==> src/rtl/trap_ctrl.sv <==
// Machine-mode trap entry / mret sequencer for the RV32I core.
// Owns the csregfile ports while busy and passes executrol/ID CSR traffic through when idle.
module trap_ctrl #(
    parameter int                XLEN         = 32,
    parameter int                CSR_AW       = 12,
    parameter logic [CSR_AW-1:0] ADDR_MSTATUS = 12'h300,
    parameter logic [CSR_AW-1:0] ADDR_MTVEC   = 12'h305,
    parameter logic [CSR_AW-1:0] ADDR_MEPC    = 12'h341,
    parameter logic [CSR_AW-1:0] ADDR_MCAUSE  = 12'h342,
    parameter logic [CSR_AW-1:0] CSR_NONE     = 12'h000
) (
    input  logic              clk,
    input  logic              rst,
    input  logic [CSR_AW-1:0] ex_csr_waddr,
    input  logic [XLEN-1:0]   ex_csr_wdata,
    input  logic [CSR_AW-1:0] ex_csr_raddr,
    output logic [CSR_AW-1:0] csr_waddr_o,
    output logic [XLEN-1:0]   csr_wdata_o,
    output logic [CSR_AW-1:0] csr_raddr_o,
    input  logic [XLEN-1:0]   csr_rdata_i,
    input  logic              exc_req,
    input  logic [3:0]        exc_cause,
    input  logic [XLEN-1:0]   inst_pc,
    input  logic              irq,
    input  logic              mret_req,
    output logic              stall_o,
    output logic              flush_o,
    output logic              redirect_o,
    output logic [XLEN-1:0]   redirect_pc
);

    typedef enum logic [2:0] {
        IDLE, T_EPC, T_CAUSE, T_STAT, T_JUMP, M_STAT, M_WR, M_JUMP
    } state_t;

    state_t          state, state_nxt;
    logic            mie_q;
    logic [XLEN-1:0] pc_q, cause_q, mstat_q;
    logic            take_exc, take_irq, take_mret, idle;

    function automatic logic [XLEN-1:0] trap_mstatus(input logic [XLEN-1:0] s);
        logic [XLEN-1:0] r;
        r        = s;
        r[7]     = s[3];
        r[3]     = 1'b0;
        r[12:11] = 2'b11;
        return r;
    endfunction

    function automatic logic [XLEN-1:0] mret_mstatus(input logic [XLEN-1:0] s);
        logic [XLEN-1:0] r;
        r        = s;
        r[3]     = s[7];
        r[7]     = 1'b1;
        r[12:11] = 2'b11;
        return r;
    endfunction

    assign idle      = (state == IDLE);
    assign take_exc  = exc_req;
    assign take_irq  = irq & mie_q & ~exc_req;
    assign take_mret = mret_req & ~exc_req & ~take_irq;

    always_comb begin
        state_nxt   = state;
        stall_o     = 1'b1;
        flush_o     = 1'b0;
        redirect_o  = 1'b0;
        csr_waddr_o = CSR_NONE;
        csr_wdata_o = '0;
        csr_raddr_o = CSR_NONE;
        case (state)
            IDLE: begin
                // Pass-through stays on in the accept cycle so an older CSR write still lands.
                stall_o     = 1'b0;
                csr_waddr_o = ex_csr_waddr;
                csr_wdata_o = ex_csr_wdata;
                csr_raddr_o = ex_csr_raddr;
                if (take_exc || take_irq) begin
                    stall_o   = 1'b1;
                    flush_o   = 1'b1;
                    state_nxt = T_EPC;
                end else if (take_mret) begin
                    stall_o   = 1'b1;
                    flush_o   = 1'b1;
                    state_nxt = M_STAT;
                end
            end
            T_EPC: begin
                csr_waddr_o = ADDR_MEPC;
                csr_wdata_o = pc_q;
                csr_raddr_o = ADDR_MSTATUS;
                state_nxt   = T_CAUSE;
            end
            T_CAUSE: begin
                csr_waddr_o = ADDR_MCAUSE;
                csr_wdata_o = cause_q;
                state_nxt   = T_STAT;
            end
            T_STAT: begin
                csr_waddr_o = ADDR_MSTATUS;
                csr_wdata_o = trap_mstatus(mstat_q);
                csr_raddr_o = ADDR_MTVEC;
                state_nxt   = T_JUMP;
            end
            T_JUMP: begin
                redirect_o = 1'b1;
                state_nxt  = IDLE;
            end
            M_STAT: begin
                csr_raddr_o = ADDR_MSTATUS;
                state_nxt   = M_WR;
            end
            M_WR: begin
                csr_waddr_o = ADDR_MSTATUS;
                csr_wdata_o = mret_mstatus(mstat_q);
                csr_raddr_o = ADDR_MEPC;
                state_nxt   = M_JUMP;
            end
            M_JUMP: begin
                redirect_o = 1'b1;
                state_nxt  = IDLE;
            end
            default: begin
                stall_o   = 1'b0;
                state_nxt = IDLE;
            end
        endcase
    end

    // redirect_pc doubles as the captured mtvec/mepc: it is loaded the cycle before the jump.
    always_ff @(posedge clk or negedge rst) begin
        if (!rst) begin
            state       <= IDLE;
            mie_q       <= 1'b0;
            redirect_pc <= '0;
        end else begin
            state <= state_nxt;
            if (idle && ex_csr_waddr == ADDR_MSTATUS)
                mie_q <= ex_csr_wdata[3];
            if (state == T_STAT) begin
                mie_q       <= 1'b0;
                redirect_pc <= {csr_rdata_i[XLEN-1:2], 2'b00};
            end
            if (state == M_WR) begin
                mie_q       <= mstat_q[7];
                redirect_pc <= csr_rdata_i;
            end
        end
    end

    always_ff @(posedge clk) begin
        if (idle && (take_exc || take_irq || take_mret)) begin
            pc_q    <= inst_pc;
            cause_q <= take_exc ? {{(XLEN-4){1'b0}}, exc_cause}
                                : {1'b1, {(XLEN-5){1'b0}}, 4'd11};
        end
        if (state == T_EPC || state == M_STAT)
            mstat_q <= csr_rdata_i;
    end

endmodule

==> config.mk <==
export PLATFORM = sky130hd
export DESIGN_NAME = trap_ctrl
export DESIGN_NICKNAME = d
export VERILOG_FILES = /design/src/rtl/trap_ctrl.sv
export SDC_FILE = /design/constraint.sdc
export NUM_CORES = 1
export LEC_CHECK = 0
export ABC_AREA = 1
export ABC_CLOCK_PERIOD_IN_PS = 2000
export BUFFER_PORTS_ARGS = -buffer_cell sky130_fd_sc_hd__clkbuf_2
export CORE_ASPECT_RATIO = 0.7
export CORE_MARGIN = 2
export CORE_UTILIZATION = 41
export CTS_CLUSTER_SIZE = 40
export DETAILED_ROUTE_END_ITERATION = 16
export PLACE_DENSITY = 0.8
export SYNTH_ARGS = -nofsm -noshare
export SYNTH_HDL_FRONTEND = slang
export SYNTH_SLANG_ARGS = --single-unit
==> constraint.sdc <==
create_clock -name clk -period 2 [get_ports clk]
set_input_delay 0.3 -clock clk [delete_from_list [all_inputs] [get_ports clk]]
set_output_delay 0.3 -clock clk [all_outputs]
set_load 0.02 [all_outputs]
### Word level (Yosys, flattened, before mapping)

Index checks and enable logic that the tools add are counted.

* word-level logic and storage cells: 50
* bits in writable memories: 0
* register bits: 132
* latch bits: 0
* memories: 0
* output and inout bits: 91
* memory bits (read-only): 0

* div/mod/pow operators: 0
* add/sub/neg operators: 0
* equal/unequal tests: 9
* muxes and demuxes: 17
* shifts and indexed selects: 0
* multiply operators: 0
* reduce and logical (&&, ||, !) cells: 11
* bitwise operators: 6
* order comparisons: 0

Operators by type and width (count)
* one-hot mux 32 bit (5 select lines): 1
* 2-to-1 mux 32 bit: 3
* one-hot mux 12 bit (4 select lines): 2
* one-hot mux 3 bit (7 select lines): 1
* == test 12 x 10 -> 1 bit (second input constant): 1
* == test 3 bit (second input constant): 4
* 2-to-1 mux 1 bit: 8
* == test 3 x 2 -> 1 bit (second input constant): 2
* 2-to-1 mux 3 bit: 2
* OR reduction 2 bit: 3
* bitwise AND 1 bit: 4
* == test 3 x 1 -> 1 bit (second input constant): 1
* zero test 3 bit: 1
* logical OR 1 bit: 3
* != test 3 x 2 -> 1 bit (second input constant): 1
* nonzero test 3 bit: 1
* logical AND 1 bit: 2
* NOT 1 bit: 2
* nonzero test 2 bit: 1

### Depth between registers and ports, before layout

* depth in word-level cells: 7
* mapped depth: 8

### Worst setup path before layout

No wires, ideal clock.

* path type: reg-to-reg
* start point: register state[2]
* end point: register cause_q[0] (enable)
* clock period less this slack: 2.313 ns
* slack: -0.313 ns
* arrival: 1.916 ns
* path buffers: 1
* required time: 1.603 ns
* stages on the path, launching flop included: 7
* cell sequence: dfrtp_1 > nor2_1 > nand2_2 > inv_2 > buf_2 > o21ai_0 > inv_1

* longest elaborated chain between the ends: 2

RTL lines
* from (decl): line 36 `state_t state, state_nxt;`
* from (signal assigned): line 138 `state <= state_nxt;`
* zero test 3 bit: line 59 `assign idle = (state == IDLE);`
* logical AND 1 bit: line 153 `if (idle && (take_exc || take_irq || take_mret)) begin`
* to (signal assigned): line 155 `cause_q <= take_exc ? {{(XLEN-4){1'b0}}, exc_cause}`
* to (decl): line 38 `logic [XLEN-1:0] pc_q, cause_q, mstat_q;`

Every way passes these cells.
A chain may end at the register's enable or synchronous reset.

### Worst setup path in the final report

* start point: register state[2]
* end point: output port csr_wdata_o[30]

* longest elaborated chain between the ends: 2
* elaborated cells between the ends (all ways): 6
* those cells by class: 4 x eq/ne; 1 x mux; 1 x reduce/logical

RTL lines
* == test 3 bit, or another cell as far along: line 72 `case (state)`
* one-hot mux 32 bit (5 select lines) *: line 72
* to (decl): line 18 `output logic [XLEN-1:0] csr_wdata_o,`

Every way passes the cells marked *; elsewhere a longest branch is shown, timed or not.

==> qor.yml <==
cells_and_area:
  layout-area-overhead-vs-synth_pct: 52.03
  drive_above_1_share: 0.4652
  layout.nets: 814
  antenna_cells_inserted: 0
  finalInstanceArea_um2: 6610
flow_run:
  max-cap-violations: 0
critical_path:
  timing.critical_path.cells: "buf_4 -> nor2_4 -> buf_6 -> buf_16 -> a22oi_2 -> nand2_1 -> clkbuf_8"
  critical_path.endpoint_type: "output pin"
  timing.setup.critical_path_class: "reg2out"
  critPathArrivalTime_ns: 1.77
  largest_stage_delay_on_the_critical_path_ns: 0.49
  critical-path-slowest-cell: "dfrtp_2"
  worst-endpoint-required_ns: 1.70
  timing.critical_path.fanout_max: 7
  setup.worst_path.start_class: "flip-flop"
synth:
  synthMostInstantiatedCell: "nand2_1"
  postSynthAreaPerCell_um2: 10.14
  seq_area_frac_synth: 0.6699
  postSynthRegisterBits: 103
  netlist-cell-type-count: 22
  synthTopCellsByCount: "nand2_1, edfxtp_1, dfrtp_1"
  syn-num-nets: 558
  postSynth.topFlopCell: "edfxtp_1"
  post-synth-top-area-cell: "edfxtp_1"
  synth.top_cell.area_share: 0.4627
  asyncSetResetFlopFracSynth: 0.3495
  synth_warnings: 0
  top_cells_by_area_synth: "edfxtp_1, dfrtp_1, nand2_1"
  count_of_flip_flops_with_a_built_in_enable_after_synthesis: 67
  synthesis.area_um2: 4348
  synthCells: 429
clock_tree:
  cts.sink_count: 103
  clk_pin_slew_worst_paths_ns: 0.07
  numCtsBuffers: 9
  clock_tree.root_cell: "clkbuf_16"
  clock_tree.buffer_depth: 2
  cts_tree: "yes"
  cts-htree-levels: 3
  insertion_delay_ns: 0.34
detailed_routing:
  ant_nets: 0
  vias: 4050
  drt-pass1-iter-count: 4
  route.detailed.drc: 0
  first_iter_violations: 176
  wl_per_cell_um: 16.44
  detail_route.vias_per_cell: 4.927
  finalWirelength_um: 13510
pwr:
  power-per-cell-area_nw_per_um2: 1818
  switching_share: 0.4304
  seq_power_share: 0.293
  vdd.ir_drop.worst_mv: 0.9592
  total_power_uw: 12020
  power.share.combinational: 0.563
  net-switching-power_uw: 5171
  power_report.internal_total_uw: 6844
  p_leak_uw: 0.003341
  pwr-share-clk: 0.144
floorplan:
  die_area_um2: 11460
  coreArea_um2: 10320
  initial_utilization: 0.4214
  std_cell_rows: 31
  dieWidth_um: 127.1
  chipHeight_um: 90.16
  floorplan.io_pins: 220
timing:
  period_share: 1.035
  timing.final.ws_setup_ns: -0.07031
  unrepaired_setup_endpoints_after_global_routing: "yes"
  worst_slew_pin_slew_ns: 0.5082
  final_max_slew_viol_count: 0
  holdWs_ns: 0.002834
  slew_headroom: 0.6612
  final.setup_skew_ns: 0.008207
  fmax_mhz: 483.0
  setup_viol: 19
  finalHoldViolCount: 0
  layout_min_cycle_time_ns: 2.070
global_routing:
  total_congestion_overflow_after_global_routing: 0
  grt_use_total: 0.2209
  initial_antenna_violation_count: 0
  grt_first_pass_wirelength_um: 19410
  grt_pass1_vias: 3822
  grt_start_max_net_pins: 37
placed_design:
  post-dp-hpwl_um: 9247
  postPlaceCellArea_um2: 5650
  numPortBuffers: 219
  preCtsSetupSlack_ns: 0.1993
  finalWeightedCongestion: 0.8526
run_status:
  run_status: "finished, violations left"
  failed_checks: "negative setup slack"
min_path:
  worstHoldPathType: "in2async"
[layout by cell type, fill, tap and decap left out, types with 6 or more instances in the layout]
cell type,synthesis,final
nand2_1,199,193
clkbuf_2,0,187
edfxtp_1,67,67
dfrtp_1,36,33
buf_4,6,32
nor2_1,30,27
buf_6,3,26
inv_1,24,22
a22oi_2,0,15
clkbuf_16,0,13
a22oi_1,24,9
buf_2,8,6
[path summary, 6_finish.rpt]
path	from	endpoint	slack, ns	cells past startpoint
setup / recovery	state[2]$_DFFE_PN0P_	csr_wdata_o[30]	-0.07	7
hold / removal	rst	redirect_pc[3]$_DFFE_PN0P_	0.003	2
setup reg to reg	state[2]$_DFFE_PN0P_	pc_q[16]$_DFFE_PP_	0.26	7
hold reg to reg	redirect_pc[29]$_DFFE_PN0P_	redirect_pc[29]$_DFFE_PN0P_	0.47	2
max in group asynchronous	rst	state[2]$_DFFE_PN0P_	1.60	2
min in group clk	inst_pc[1]	pc_q[1]$_DFFE_PP_	0.13	1
[flip-flops by register name, indices dropped and copies added, names as in the netlist]
register and flops:
pc_q 32, redirect_pc 32, cause_q 5, mie_q 1
state 3, mstat_q 30
[metrics by stage]
step | TNS, ns | utilization | instances
2_1_floorplan | 0 | - | 429
3_3_place_gp | 0 | 0.5477 | 780
3_5_place_dp | 0 | 0.5477 | 780
4_1_cts | -0.3074 | 0.5994 | 805
5_1_grt | -2.555 | 0.6407 | 822
6_report | -0.5534 | 0.6407 | 822
[worst max-delay path, delay by kind of cell, from the launching register on]
| kind | cells | cell delay, ns |
|---|---|---|
| and+or+nand+nor | 2 | 0.27 |
| buffers and inverters | 4 | 0.58 |
| AOI/OAI and AO/OA | 1 | 0.09 |
| DFF | 1 | 0.49 |
[power by group through the flow]
| stage | registers, µW | clock network [µW] | logic, µW |
|---|---|---|---|
| after floorplan | 3800 | 0 | 2930 |
| after global placement | 3460 | 0 | 5060 |
| after detailed placement | 3480 | 0 | 5150 |
| after CTS | 3500 | 1770 | 5640 |
| after global routing | 3600 | 1850 | 7210 |
| final | 3520 | 1730 | 6760 |
[cell families (layout without fill, tap and decap cells)]
logic type,after synthesis,in the layout,share of synthesized area
DFF,103,103,0.6699
buffers and inverters,45,306,0.05209
and+or+nand+nor,250,250,0.2279
AOI/OAI and AO/OA,31,31,0.05007
[what timing repair did]
| action | in CTS | in global routing |
|---|---|---|
| cloned | 2 | 4 |
| pin swaps | 1 | 8 |
| hold endpoints to repair | 0 | 0 |
| endpoints found under the setup margin | 39 | 38 |
| hold buffers | 0 | 0 |
| resized for setup | 43 | 97 |
| buffers inserted | 7 | 14 |
[layer usage]
metal,up-vias,share of wire,track usage
li1,1905,-,-
met1,1932,0.40,0.2805
met2,206,0.50,0.3875
met3,7,0.087,0.05357
met4,0,0.0054,0.04396
met5,-,0,0
[final cells by class]
type	count	area [µm²]
timing repair buffer	262	1728
multi-input combinational	281	1376
clock inverter	5	60.06
inverter	28	131.4
sequential	103	2917
clock buffer	11	232.7
tap	132	165.2
fill	847	3707
(Power assumes the default switching activity.)
